<file path="src/rtl/pwm_bank_if.sv">
// Command port of the PWM bank: one 16-bit command word qualified by a level-held valid,
// plus the error pulse returned for writes to unmapped addresses.
interface pwm_bank_if;
    logic        cmd_valid;
    logic [15:0] cmd_data;
    logic        cmd_err;

    modport master (output cmd_valid, output cmd_data, input cmd_err);
    modport slave  (input cmd_valid, input cmd_data, output cmd_err);
endinterface

</file>
<file path="src/rtl/pwm_bank.sv">
// Bank of NUM_CH edge-aligned PWM channels sharing one prescaled period counter, with
// double-buffered compares that load at period wrap or on an explicit sync command.
module pwm_bank #(
    parameter int NUM_CH    = 8,
    parameter int CMP_WIDTH = 8,
    parameter int DIV_WIDTH = 3
) (
    input  logic              clk,
    input  logic              rst,
    pwm_bank_if.slave         cmd,
    output logic [NUM_CH-1:0] pwm_out,
    output logic              period_tick
);

    localparam int PRE_W = (1 << DIV_WIDTH) - 1;
    localparam logic [3:0] NUM_CH_A = 4'(NUM_CH);

    logic                 armed;
    logic                 exec;
    logic [3:0]           addr;
    logic [11:0]          payload;
    logic                 wr_ch;
    logic                 wr_pre;
    logic                 wr_pol;
    logic                 wr_en;
    logic                 sync;
    logic                 bad_addr;
    logic                 unused_bits;

    logic [DIV_WIDTH-1:0] expo;
    logic [PRE_W-1:0]     pre_cnt;
    logic [PRE_W-1:0]     pre_lim;
    logic                 tick;
    logic                 wrap;
    logic [CMP_WIDTH-1:0] cnt;
    logic [NUM_CH-1:0]    pol;
    logic [NUM_CH-1:0]    en;
    logic [NUM_CH-1:0]    pwm_next;
    logic [CMP_WIDTH-1:0] shadow [NUM_CH];
    logic [CMP_WIDTH-1:0] active [NUM_CH];

    // armed means cmd_valid was low last cycle; clearing it in reset makes a
    // valid held across reset release wait for a fresh rising edge.
    assign addr        = cmd.cmd_data[15:12];
    assign payload     = cmd.cmd_data[11:0];
    assign exec        = cmd.cmd_valid & armed;
    assign wr_ch       = exec && (addr < NUM_CH_A);
    assign wr_pre      = exec && (addr == 4'hC);
    assign wr_pol      = exec && (addr == 4'hD);
    assign wr_en       = exec && (addr == 4'hE);
    assign sync        = exec && (addr == 4'hF) && payload[0];
    assign bad_addr    = exec && (addr >= NUM_CH_A) && (addr <= 4'hB);
    assign unused_bits = ^payload;

    always_comb begin
        pre_lim = '0;
        for (int i = 0; i < PRE_W; i++) begin
            pre_lim[i] = (i < int'(expo));
        end
    end

    assign tick = (pre_cnt == pre_lim);
    assign wrap = tick && (&cnt);

    always_comb begin
        pwm_next = '0;
        for (int i = 0; i < NUM_CH; i++) begin
            pwm_next[i] = en[i] ? ((cnt < active[i]) ^ pol[i]) : pol[i];
        end
    end

    // Nonblocking semantics give a wrap-coincident shadow write the old value
    // in the active compare; the new one loads at the next wrap.
    always_ff @(posedge clk) begin
        if (rst) begin
            armed       <= 1'b0;
            cmd.cmd_err <= 1'b0;
            period_tick <= 1'b0;
            expo        <= '0;
            pre_cnt     <= '0;
            cnt         <= '0;
            pol         <= '0;
            en          <= '0;
            pwm_out     <= '0;
            for (int i = 0; i < NUM_CH; i++) begin
                shadow[i] <= '0;
                active[i] <= '0;
            end
        end else begin
            armed       <= ~cmd.cmd_valid;
            cmd.cmd_err <= bad_addr;
            period_tick <= wrap & ~sync;
            pwm_out     <= pwm_next;

            if (sync) begin
                cnt     <= '0;
                pre_cnt <= '0;
            end else begin
                if (wr_pre || tick) begin
                    pre_cnt <= '0;
                end else begin
                    pre_cnt <= pre_cnt + PRE_W'(1);
                end
                if (tick) begin
                    cnt <= cnt + CMP_WIDTH'(1);
                end
            end

            if (wr_pre) expo <= payload[DIV_WIDTH-1:0];
            if (wr_pol) pol  <= payload[NUM_CH-1:0];
            if (wr_en)  en   <= payload[NUM_CH-1:0];

            for (int i = 0; i < NUM_CH; i++) begin
                if (wr_ch && (addr == 4'(i))) shadow[i] <= payload[CMP_WIDTH-1:0];
                if (sync || wrap)             active[i] <= shadow[i];
            end
        end
    end

endmodule
</file>
<file path="src/flat_wrapper.sv">
// flat-port wrapper written by rule: the top's interface ports become plain ports
module pwm_bank_flat 
#(
    parameter int NUM_CH    = 8,
    parameter int CMP_WIDTH = 8,
    parameter int DIV_WIDTH = 3
)
  (clk, rst, pwm_out, period_tick, cmd_cmd_valid, cmd_cmd_data, cmd_cmd_err);
  pwm_bank_if cmd_i ();
  input  logic clk;
  input  logic rst;
  output logic [NUM_CH-1:0] pwm_out;
  output logic period_tick;
  input wire logic [$bits(cmd_i.cmd_valid)-1:0] cmd_cmd_valid;
  input wire logic [$bits(cmd_i.cmd_data)-1:0] cmd_cmd_data;
  output wire logic [$bits(cmd_i.cmd_err)-1:0] cmd_cmd_err;
  assign cmd_i.cmd_valid = cmd_cmd_valid;
  assign cmd_i.cmd_data = cmd_cmd_data;
  assign cmd_cmd_err = cmd_i.cmd_err;
  pwm_bank #(.NUM_CH(NUM_CH), .CMP_WIDTH(CMP_WIDTH), .DIV_WIDTH(DIV_WIDTH)) u_core (.clk(clk), .rst(rst), .cmd(cmd_i), .pwm_out(pwm_out), .period_tick(period_tick));
endmodule
</file>
<file path="config.mk">
export PLATFORM = sky130hd
export DESIGN_NAME = pwm_bank_flat
export DESIGN_NICKNAME = d
export VERILOG_FILES = /design/src/rtl/pwm_bank_if.sv /design/src/rtl/pwm_bank.sv /design/src/flat_wrapper.sv
export SDC_FILE = /design/constraint.sdc
export NUM_CORES = 1
export LEC_CHECK = 0
export ABC_AREA = 1
export BUFFER_PORTS_ARGS = -buffer_cell sky130_fd_sc_hd__clkbuf_2
export CAP_MARGIN = 40
export CORE_MARGIN = 2
export CORE_UTILIZATION = 38
export DETAILED_ROUTE_END_ITERATION = 10
export GPL_TIMING_DRIVEN = 0
export PLACE_DENSITY = 0.55
export SYNTH_ARGS = -nofsm -noshare
export SYNTH_HDL_FRONTEND = slang
export SYNTH_SLANG_ARGS = --single-unit
</file>
<file path="constraint.sdc">
create_clock -name clk -period 4 [get_ports clk]
set_clock_uncertainty 0.2 [all_clocks]
set_input_delay 0.2 -clock clk [delete_from_list [all_inputs] [get_ports clk]]
set_output_delay 0.2 -clock clk [all_outputs]
set_load 0.01 [all_outputs]
</file>
**Word-level counts from Yosys, hierarchy flattened**

Memories as Yosys holds them, arrays and structs flattened.
Index checks and enable logic that the tools add are counted.

- Equal/unequal tests: 12
- Muxes and demuxes: 53
- Bitwise operators: 28
- $lt $le $gt $ge: 18
- Reductions and logical operators: 23
- Add/subtract/negate cells: 2

Operator list:

| operator | number |
|---|---|
| two-way mux 8 bit | 16 |
| less-than comparator 8 bit | 8 |
| two-way mux 1 bit | 37 |
| logical AND 1 bit | 17 |
| equality test 4 x 3 -> 1 bit (second input constant) | 4 |
| equality test 4 bit (second input constant) | 4 |
| OR 1 bit | 16 |
| less-than comparator 3 bit (first input constant) | 3 |
| adder 8 x 1 -> 8 bit (second input constant) | 1 |
| equality test 4 x 2 -> 1 bit (second input constant) | 2 |
| AND reduction 8 bit | 1 |
| bitwise XOR 1 bit | 8 |
| adder 7 x 1 -> 7 bit (second input constant) | 1 |
| equality test 7 bit | 1 |
| less-than comparator 1 x 3 -> 1 bit (first input constant) | 2 |
| less-than comparator 2 x 3 -> 1 bit (first input constant) | 2 |
| equality test 4 x 1 -> 1 bit (second input constant) | 1 |
| >= comparator 4 bit (second input constant) | 1 |
| less-or-equal comparator 4 bit (second input constant) | 1 |
| logical NOT 4 bit | 1 |
| less-than comparator 4 bit (second input constant) | 1 |
| OR reduction 3 bit | 1 |
| AND 1 bit | 2 |
| logical OR 1 bit | 2 |
| other kinds (2) | 3 |

- Output and inout port bits: 10
- Word-level logic and storage cells: 147
- RAM bits: 128
- Register bits: 45
- Input bits: 19
- Memories kept: 2

Memories:

| memory | depth | width | read ports | clocked after Yosys merged registers in | write ports | line | text |
|---|---|---|---|---|---|---|---|
| u_core.active | 8 | 8 | 8 | 0 | 8 | pwm_bank.sv:40 | `logic [CMP_WIDTH-1:0] active [NUM_CH];` |
| u_core.shadow | 8 | 8 | 8 | 0 | 8 | pwm_bank.sv:39 | `logic [CMP_WIDTH-1:0] shadow [NUM_CH];` |

**Depth between registers and ports, before layout**

Gate-level depths: netlist of run 1.

- Depth after elaboration: 8
- Gate-level depth with buffers: 13
- Gate-level depth less buffers: 10

**Worst setup path before layout of run 1**

OpenSTA, ideal clock, no wires.

- Path type: register to register
- From: register u_core.cnt[1]
- To: memory u_core.active[0][0] (enable)
- Data required time: 3.376 ns
- Period minus slack after synthesis: 3.283 ns
- Data arrival time: 2.659 ns
- Setup slack: 0.717 ns
- Cell stages (with the launch flop): 6
- Buffers on the path: 0
- Setup time: 0.424 ns
- Cells stage by stage: dfxtp_1 > ha_1 > nand4_1 > nor3_1 > nand3_4 > nand2_1

RTL lines:

| what | line | text |
|---|---|---|
| from (decl) | pwm_bank.sv:35 | `logic [CMP_WIDTH-1:0] cnt;` |
| from (signal assigned) | pwm_bank.sv:105 | `cnt <= cnt + CMP_WIDTH'(1);` |
| to (decl) | pwm_bank.sv:40 |  |

==> impl_metrics.toml, run 1 <==
[logic_synthesis]
synth_area_um2 = 8200
yosysWarnings = 0
synth_simple_gate_area_share_pct = 18.0
synthAdderAreaFrac_pct = 8.85
synth_top_area_share_pct = 46.9
synth_top_family_by_area = "simple AND/OR/NAND/NOR gates"
yosysSeqAreaShare_pct = 57.9
postSynthAreaPerCell_um2 = 9.67
synthCells = 848
ys_types = 26
synthesis.nets = 925
synth_compound_area_share_pct = 5.92
yosysTopAreaCell = "edfxtp_1"
yosys-top-cells-area = "edfxtp_1, dfxtp_1, ha_1"
ys_ff_latch = 173
synth_mux_area_share_pct = 0
synth-xor-area-share_pct = 0.962

[global_routing]
grt_pass1_vias = 4973
grt_overflow = 0
grt_pass1_wl_mm = 27.0
grt_max_degree = 65
track_usage_pct = 16.2
antenna_found_initial = 0

[detailed_routing]
wl_per_cell_um = 14.5
drc = 0
final_antenna_net_count = 0
routed_wl_mm = 17.2
viasPerCell = 4.56
drtIter0Drc = 348
drt-pass1-iter-count = 5
num_vias = 5443

[worst_setup_path]
arrival_ns = 2.85
worstSetupEndpointType = "flop"
cp.required_ns = 3.86
r2r_start = "u_core.cnt[1]$_SDFFE_PP0P_"
crit_fanout = 64
crit_path_start = "u_core.cnt[1]$_SDFFE_PP0P_"
start_kind = "flop"
crit_type = "reg -> reg"

[sta]
rsz0062_at_grt = "no"
maxSlewHeadroom_pct = 42.6
timing.fmax_ghz = 0.334
worst_slew_pin_slew_ns = 0.861
fin_ws_ns = 1.01
fin_crit_ns = 2.99
maxSlewViolCount = 0
setup_tns_ns = 0
setup_viol = 0
fin_crit_sh_pct = 74.8
hold_violations = 0

[placed_design]
routabilityCongestion = 0.786
place_area_um2 = 8690
place_hpwl_mm = 12.1
io_buffers = 23
dp_slack_ns = 0.968

[power]
sw_frac_of_total_pct = 23.3
seqPwrFrac_pct = 50.6
p_leak_nw = 3.97
power_switching_mw = 0.928
p_clk_share_pct = 43.3
power_density_nw_per_um2 = 423
ir_worst_vdd_v = 0.000243
p_int_mw = 3.05
comb_power_share_pct = 6.0
p_total_mw = 3.98

[floorplan]
core_area_um2 = 21100
ios = 29
dieArea_um2 = 22800
rows = 53
start_util_pct = 38.9
fp.dieW_um = 151
die_h_um = 151

[final_layout]
nNetsFinal = 982
antenna_cells = 0
n_fill_cell = 2066
final_layout_size_suffix_gt1_share_pct = 9.80
syn_to_final_growth_pct = 14.8
final_common_cell = "inv_1"
final_cell_mix = "inv_1, nor2_1, edfxtp_1, nand2_1, ha_1"
final_cell_area_um2 = 9410

[clock_tree]
cts-hold-fix-buffers = 11
postCtsResizedCells = 0
cts.path.max_buffers = 2
cts_tree = "yes"
cts.root.buffer_cell = "clkbuf_16"
cts_buffers = 17
postCtsSetupRepairBufs = 0
insertion_delay_ns = 0.44
clk_pin_slew_ns = 0.07
clock_sinks = 173
htreeDepth = 4

[outcome]
outcome = "finished, final reports clean"

[min_path]
min-delay-start = "cmd_cmd_data[13]"
hp-class = "in -> reg"

[run]
max_cap_violations = 0
==> registers in the layout (all words and copies together), names as in the netlist <==
| name | count |
|---|---|
| u_core.en | 8 |
| u_core.expo | 3 |
| u_core.cnt | 8 |
| u_core.period_tick | 1 |
| u_core.pwm_out | 8 |
| u_core.cmd.cmd_err | 1 |
| u_core.shadow | 64 |
| u_core.pol | 8 |
| u_core.armed | 1 |
| u_core.active | 64 |
| u_core.pre_cnt | 7 |
==> per-stage QoR <==
step | hold slack [ns] | util (%) | std cells
final | 0.187 | 44.6 | 1193
after global placement | 0.196 | 41.1 | 1146
after CTS | 0.166 | 44.6 | 1193
after floorplan | 0.0667 | - | 848
after global routing | 0.221 | 44.6 | 1193
after detailed placement | 0.201 | 41.2 | 1150
==> worst paths after layout <==
path	endpoint	slack (ns)	depth (start not counted)
hold reg to reg	u_core.cnt[0]$_SDFFE_PP0P_	0.30	2
setup reg to reg	u_core.active[2][7]$_SDFFCE_PN0P_	1.01	5
hold / removal	u_core.expo[0]$_SDFFE_PP0P_	0.19	5
setup / recovery	u_core.active[2][7]$_SDFFCE_PN0P_	1.01	5
==> layer usage <==
layer  global-route usage [%]  vias up  wire length, um
li1                         -     2857                -
met1                     21.1     2493             8170
met2                     27.1       77             8360
met3                     2.98       16              476
met4                     5.42        0              240
met5                        0        -                0
==> worst max-delay path, stage by stage, from the launching register on <==
cell     delay [ns]
dfxtp_1        0.76
ha_1           0.34
nand4_1        0.16
nor3_1         0.34
nand3_4        0.13
nand2_4        0.63
==> synth_stat cells, drive strengths merged <==
cell    instances
ha             58
dfxtp          45
o21ai          34
nor3            3
clkinv          4
nor2          173
nand3          26
buf             6
inv           157
a21oi          53
nand2         121
nand4          13
clkbuf          9
a31oi           8
xnor2           2
xor2            7
nand3b          1
edfxtp        128
==> final cells by class <==
type                            instances  area [um2]  area share, %
Multi-Input combinational cell        499        2770           29.4
Sequential cell                       173        4740           50.4
Clock inverter                         15         183           1.94
Inverter                              161         604           6.42
Tap cell                              275         344           3.66
Timing Repair Buffer                   38         250           2.66
Clock buffer                           17         425           4.52
Buffer                                 15        86.3          0.918
==> kinds of logic after synthesis <==
family	count (synthesis)
compound gates	95
xor+xnor	9
fa+ha+maj	58
buf+inv	176
flops	173
simple gates	337
==> power by group through the flow <==
stage | Sequential, mW | Clock, mW | Combinational (mW)
after floorplan | 2.04 | 0 | 0.155
after global placement | 2.06 | 0 | 0.224
after detailed placement | 2.06 | 0 | 0.232
after CTS | 2.02 | 1.76 | 0.241
after global routing | 2.02 | 1.82 | 0.274
final | 2.02 | 1.73 | 0.240
Power figures use the tool's default switching activity.
==> inputs of run 2 (changes only) <==
Settings changed: ABC_AREA 1 to 0, PLACE_DENSITY 0.55 to 0.57.
Clock period 4 ns to 2.4 ns, I/O delays scaled along.
==> run 2 against run 1 <==
The run now ends with negative setup slack left. First-iteration DRC count is 24% lower. Worst hold slack worse by 0.10 ns. Sequential power is 65% higher. Die area is 1.9% higher. Worst setup slack worse by 1.3 ns. Synthesized cell count is 17% lower. Register-to-register slack worse by 1.3 ns. Critical endpoint is now u_core.active[3][8]$_SDFFCE_PP0P_.
==> impl_metrics.toml, run 2 <==
[outcome]
outcome = "complete, but fails checks"
failed_checks = "negative setup slack"

[sta]
setup_viol = 117
fin_ws_ns = -0.317
maxSlewHeadroom_pct = 49.3
fin_crit_sh_pct = 113
rsz0062_at_grt = "yes"
fin_crit_ns = 2.72
setup_tns_ns = -31.29
worst_slew_pin_slew_ns = 0.760
hold_violations = 0
maxSlewViolCount = 0
timing.fmax_ghz = 0.368

[clock_tree]
htreeDepth = 4
clock_sinks = 173
cts.root.buffer_cell = "clkbuf_16"
cts_buffers = 17
cts_tree = "yes"
insertion_delay_ns = 0.43
clk_pin_slew_ns = 0.06
cts.path.max_buffers = 2

[power]
p_int_mw = 5.12
p_leak_nw = 3.93
seqPwrFrac_pct = 50.9
ir_worst_vdd_v = 0.000435
power_switching_mw = 1.44
sw_frac_of_total_pct = 22.0
power_density_nw_per_um2 = 648
comb_power_share_pct = 7.1
p_clk_share_pct = 42.0

[floorplan]
dieArea_um2 = 23200
rows = 54
core_area_um2 = 21700
ios = 29
fp.dieW_um = 152
die_h_um = 152
start_util_pct = 38.5

[global_routing]
grt_pass1_wl_mm = 30.9
grt_overflow = 0
grt_pass1_vias = 5687
track_usage_pct = 17.8
grt_max_degree = 26
antenna_found_initial = 0

[logic_synthesis]
yosysTopAreaCell = "edfxtp_1"
ys_ff_latch = 173
synth_top_area_share_pct = 46.0
postSynthAreaPerCell_um2 = 11.8
synth_area_um2 = 8360
yosysMostFrequentCell = "edfxtp_1"
yosysSeqAreaShare_pct = 56.8
ys_types = 44
yosys-top-cells-area = "edfxtp_1, dfxtp_1, ha_1"
async_flop_share_pct = 0
yosysWarnings = 0
synthesis.nets = 783
synth_top_flop_cell = "edfxtp_1"
synthCells = 706
synth_commonest_cells = "edfxtp_1, nor2_1, inv_1"
synth_edf_count = 128

[final_layout]
top_regs = "u_core.active x64, u_core.shadow x64"
n_fill_cell = 1926
syn_to_final_growth_pct = 21.2
final_layout_size_suffix_gt1_share_pct = 22.2
final_cell_mix = "edfxtp_1, nor2_1, inv_1, ha_1, nor3b_2"
nNetsFinal = 860
final_common_cell = "edfxtp_1"
antenna_cells = 0
final_cells = 1076

[detailed_routing]
routed_wl_mm = 20.7
viasPerCell = 5.23
wl_per_cell_um = 19.2
drt-pass1-iter-count = 5
drc = 0
drtIter0Drc = 264
num_vias = 5626
final_antenna_net_count = 0

[placed_design]
dp_slack_ns = -0.929
place_hpwl_mm = 13.3
io_buffers = 23
dp_cells = 1012
routabilityCongestion = 0.830

[worst_setup_path]
start_kind = "flop"
crit_type = "reg -> reg"
arrival_ns = 2.66
worstSetupEndpointType = "flop"
cp.required_ns = 2.34
crit_fanout = 12

[run]
max_cap_violations = 0

[min_path]
hp-class = "in -> reg"
==> run 2: cell types whose count changed in the layout (fill, tap and decap cells not counted), sizes merged, moves of 25 or more <==
cell	previous run	this run
nand2	121	15
nor2	173	80
inv	163	67
nor3b	0	49
nand2b	0	31
a21oi	53	19
buf	10	35
==> run 2: critical path, cell delays in order, from the launching register on <==
cell and delay [ns]:
dfxtp_4 0.36, or2_1 0.25, or4_4 0.42, a32o_2 0.28, buf_6 0.12, or2_4 0.26
o21ai_4 0.21, buf_6 0.17, clkbuf_16 0.16
==> run 2: routing by layer <==
| metal | share of wire [%] | wire length (um) | GRT usage [%] |
|---|---|---|---|
| met1 | 42 | 8690 | 21.5 |
| met2 | 50 | 10400 | 30.5 |
| met3 | 5.1 | 1050 | 4.15 |
| met4 | 2.5 | 515 | 7.25 |
| met5 | 0 | 0 | 0 |
==> run 2: logic make-up after synthesis <==
kind of cell,count (synthesis),share of synthesized area (%)
buffers and inverters,94,4.54
XOR/XNOR,7,0.733
AND/OR/NAND/NOR,261,18.7
AO/OA/AOI/OAI,85,7.11
multiplexers,28,3.47
adder cells (fa/ha/maj),58,8.68
flip-flops,173,56.8
==> run 2: through the flow <==
stage | utilization [%] | area [um2] | power (mW) | hold slack, ns
after floorplan | - | 8380 | 3.63 | -0.0133
after global placement | 40.8 | 8850 | 3.78 | 0.108
after detailed placement | 41.1 | 8910 | 3.80 | 0.120
after CTS | 46.1 | 9990 | 6.59 | 0.0552
after global routing | 46.7 | 10100 | 6.77 | 0.117
final | 46.7 | 10100 | 6.56 | 0.0838
==> run 2: area by class of cell <==
class / count / area [um2] / share of cell area [%]
clock buffer: 23 / 458 / 4.52
clock inverter: 9 / 120 / 1.19
timing repair buffer: 62 / 547 / 5.40
multi-input combinational: 439 / 3500 / 34.5
tap: 280 / 350 / 3.46
sequential: 173 / 4770 / 47.0
buffer: 23 / 143 / 1.41
inverter: 67 / 251 / 2.48
==> run 2: what timing repair did <==
action / CTS / global route
setup buffers: 20 / 6
resized for setup: 61 / 49
hold endpoints to repair: 21 / 0
endpoints found under the setup margin: 188 / 151
hold buffers: 11 / 0
pin swaps: 2 / 18
gates cloned: 2 / 2
==> run 2: worst paths after layout <==
path,start,end,slack [ns],depth (start not counted)
max,u_core.expo[1]$_SDFFE_PP0P_,u_core.active[3][8]$_SDFFCE_PP0P_,-0.32,8
min,cmd_cmd_data[15],u_core.pol[0]$_SDFFE_PP0P_,0.08,5
max reg2reg,u_core.expo[1]$_SDFFE_PP0P_,u_core.active[3][8]$_SDFFCE_PP0P_,-0.32,8
min reg2reg,u_core.pre_cnt[0]$_SDFF_PP0_,u_core.pre_cnt[0]$_SDFF_PP0_,0.31,1
==> run 2: power groups by stage <==
stage | clock, mW | sequential, mW | combinational (mW)
finish | 2.76 | 3.34 | 0.468
global route | 2.91 | 3.35 | 0.516
CTS | 2.80 | 3.34 | 0.452
detailed placement | 0 | 3.40 | 0.397
global placement | 0 | 3.41 | 0.372
floorplan | 0 | 3.38 | 0.251
==> inputs of run 3 (changes only) <==
Settings changed: PLACE_DENSITY 0.57 to 0.55.
Clock period 2.4 ns to 3.4 ns, I/O delays scaled along.
==> run 3 against run 2 <==
Critical path type unchanged. Routed wire length is 2.1% lower. Sequential power is 29% lower. The flow now finishes without violations. Die area stayed put.
==> impl_metrics.toml, run 3 (synthesis gave the netlist of run 2 again) <==
[worst_setup_path]
reg2reg_depth = 8
r2r_start = "u_core.expo[1]$_SDFFE_PP0P_"
cp.required_ns = 3.34
worstSetupEndpointType = "flop"
start_kind = "flop"
crit_type = "reg -> reg"
rr_endpoint = "u_core.active[2][6]$_SDFFCE_PN0P_"
crit_fanout = 23
r2r_slack_ns = 0.14
arrival_ns = 3.19
crit_path_start = "u_core.expo[1]$_SDFFE_PP0P_"

[power]
comb_power_share_pct = 6.7
power_switching_mw = 1.02
sw_frac_of_total_pct = 23.1
p_clk_share_pct = 40.2
p_leak_nw = 3.67
ir_worst_vdd_v = 0.000346
seqPwrFrac_pct = 53.1
power_density_nw_per_um2 = 464
p_total_mw = 4.44
p_int_mw = 3.42

[clock_tree]
insertion_delay_ns = 0.43
clock_sinks = 173
postCtsSetupRepairBufs = 0
cts.path.max_buffers = 2
cts_buffers = 17
htreeDepth = 4
postCtsResizedCells = 0
cts_tree = "yes"
clk_pin_slew_ns = 0.06
cts.root.buffer_cell = "clkbuf_16"

[min_path]
holdPathEnd = "u_core.active[3][15]$_SDFFCE_PP0P_"
hp-class = "in -> reg"
min-delay-start = "rst"
hold_path_depth = 2

[placed_design]
dp_slack_ns = 0.155
io_buffers = 23
place_hpwl_mm = 13.8
routabilityCongestion = 0.806

[final_layout]
final_common_cell = "edfxtp_1"
final_layout_size_suffix_gt1_share_pct = 12.9
final_cell_mix = "edfxtp_1, nor2_1, inv_1, ha_1, dfxtp_1"
n_fill_cell = 1970
top_regs = "u_core.active x64, u_core.shadow x64"
regArea_um2 = 4740
syn_to_final_growth_pct = 14.7
multi_input_area_um2 = 3250
antenna_cells = 0
nNetsFinal = 841

[global_routing]
grt_pass1_wl_mm = 30.6
antenna_found_initial = 0
grt_overflow = 0
track_usage_pct = 17.7
grt_max_degree = 25
grt_pass1_vias = 5555

[sta]
fin_crit_sh_pct = 95.8
worst_slew_pin_slew_ns = 0.940
rsz0062_at_grt = "no"
fin_crit_ns = 3.26
setup_tns_ns = 0
maxSlewViolCount = 0
maxSlewHeadroom_pct = 37.3
fin_ws_ns = 0.143
hold_violations = 0
setup_viol = 0
timing.fmax_ghz = 0.307

[floorplan]
die_h_um = 152
ios = 29
rows = 54
dieArea_um2 = 23200
start_util_pct = 38.5
fp.dieW_um = 152
core_area_um2 = 21700

[detailed_routing]
drtIter0Drc = 485
drt-pass1-iter-count = 5
num_vias = 5485
final_antenna_net_count = 0
viasPerCell = 5.19
drc = 0
wl_per_cell_um = 19.2
routed_wl_mm = 20.2

[outcome]
outcome = "finished, final reports clean"

[run]
max_cap_violations = 0
run 3: metal layers:
metal	GRT usage, %	part of all wire (%)	wire length, um	up-vias
li1	-	-	-	2647
met2	29.2	47	9440	155
met5	0	0	0	-
met4	7.08	2.4	482	0
met1	23.3	46	9240	2653
met3	3.21	5.3	1070	30
run 3: what timing repair did:
action                                  4_1_cts  5_1_grt
hold buffers                                 11        0
endpoints found under the hold margin        21        0
endpoints found under the setup margin        0        0
run 3: critical path, stage by stage, from the launching register on:
cell and delay (ns):
dfxtp_1 0.30, buf_4 0.16, or2_0 0.22, or4_1 0.42
a32o_2 0.33, buf_6 0.16, or2_4 0.26, o21ai_4 0.65
buf_16 0.25
run 3: stage by stage:
stage	util [%]	cell area (um2)	instances	hold slack, ns
finish	44.2	9590	1057	0.189
global route	44.2	9590	1057	0.184
CTS	44.2	9590	1057	0.160
detailed placement	41.2	8930	1014	0.174
global placement	40.8	8850	1009	0.158
floorplan	-	8380	706	0.0367
run 3: worst max path at each step:
stage	endpoint	cells past startpoint	slack [ns]
after floorplan	u_core.active[0][0]$_SDFFCE_PN0P_	7	0.005
after global placement	u_core.active[0][10]$_SDFFCE_PN0P_	7	-0.50
after detailed placement	u_core.active[2][6]$_SDFFCE_PN0P_	8	0.15
after CTS	u_core.active[2][1]$_SDFFCE_PN0P_	8	0.14
after global routing	u_core.active[2][9]$_SDFFCE_PN0P_	7	0.03
final	u_core.active[2][6]$_SDFFCE_PN0P_	8	0.14
run 3: power groups by stage:
stage                     registers [mW]  logic [mW]  clock network [mW]
after floorplan                     2.39       0.177                   0
after global routing                2.36       0.329                1.90
final                               2.36       0.298                1.79
after global placement              2.40       0.267                   0
after CTS                           2.36       0.300                1.81
after detailed placement            2.40       0.288                   0
run 3: area by class of cell:
| cell class | count | area share (%) |
|---|---|---|
| Buffer | 27 | 1.40 |
| Clock buffer | 23 | 4.99 |
| Clock inverter | 9 | 0.666 |
| Inverter | 67 | 2.62 |
| Multi-Input combinational cell | 439 | 33.9 |
| Sequential cell | 173 | 49.5 |
| Tap cell | 280 | 3.65 |
| Timing Repair Buffer | 39 | 3.28 |
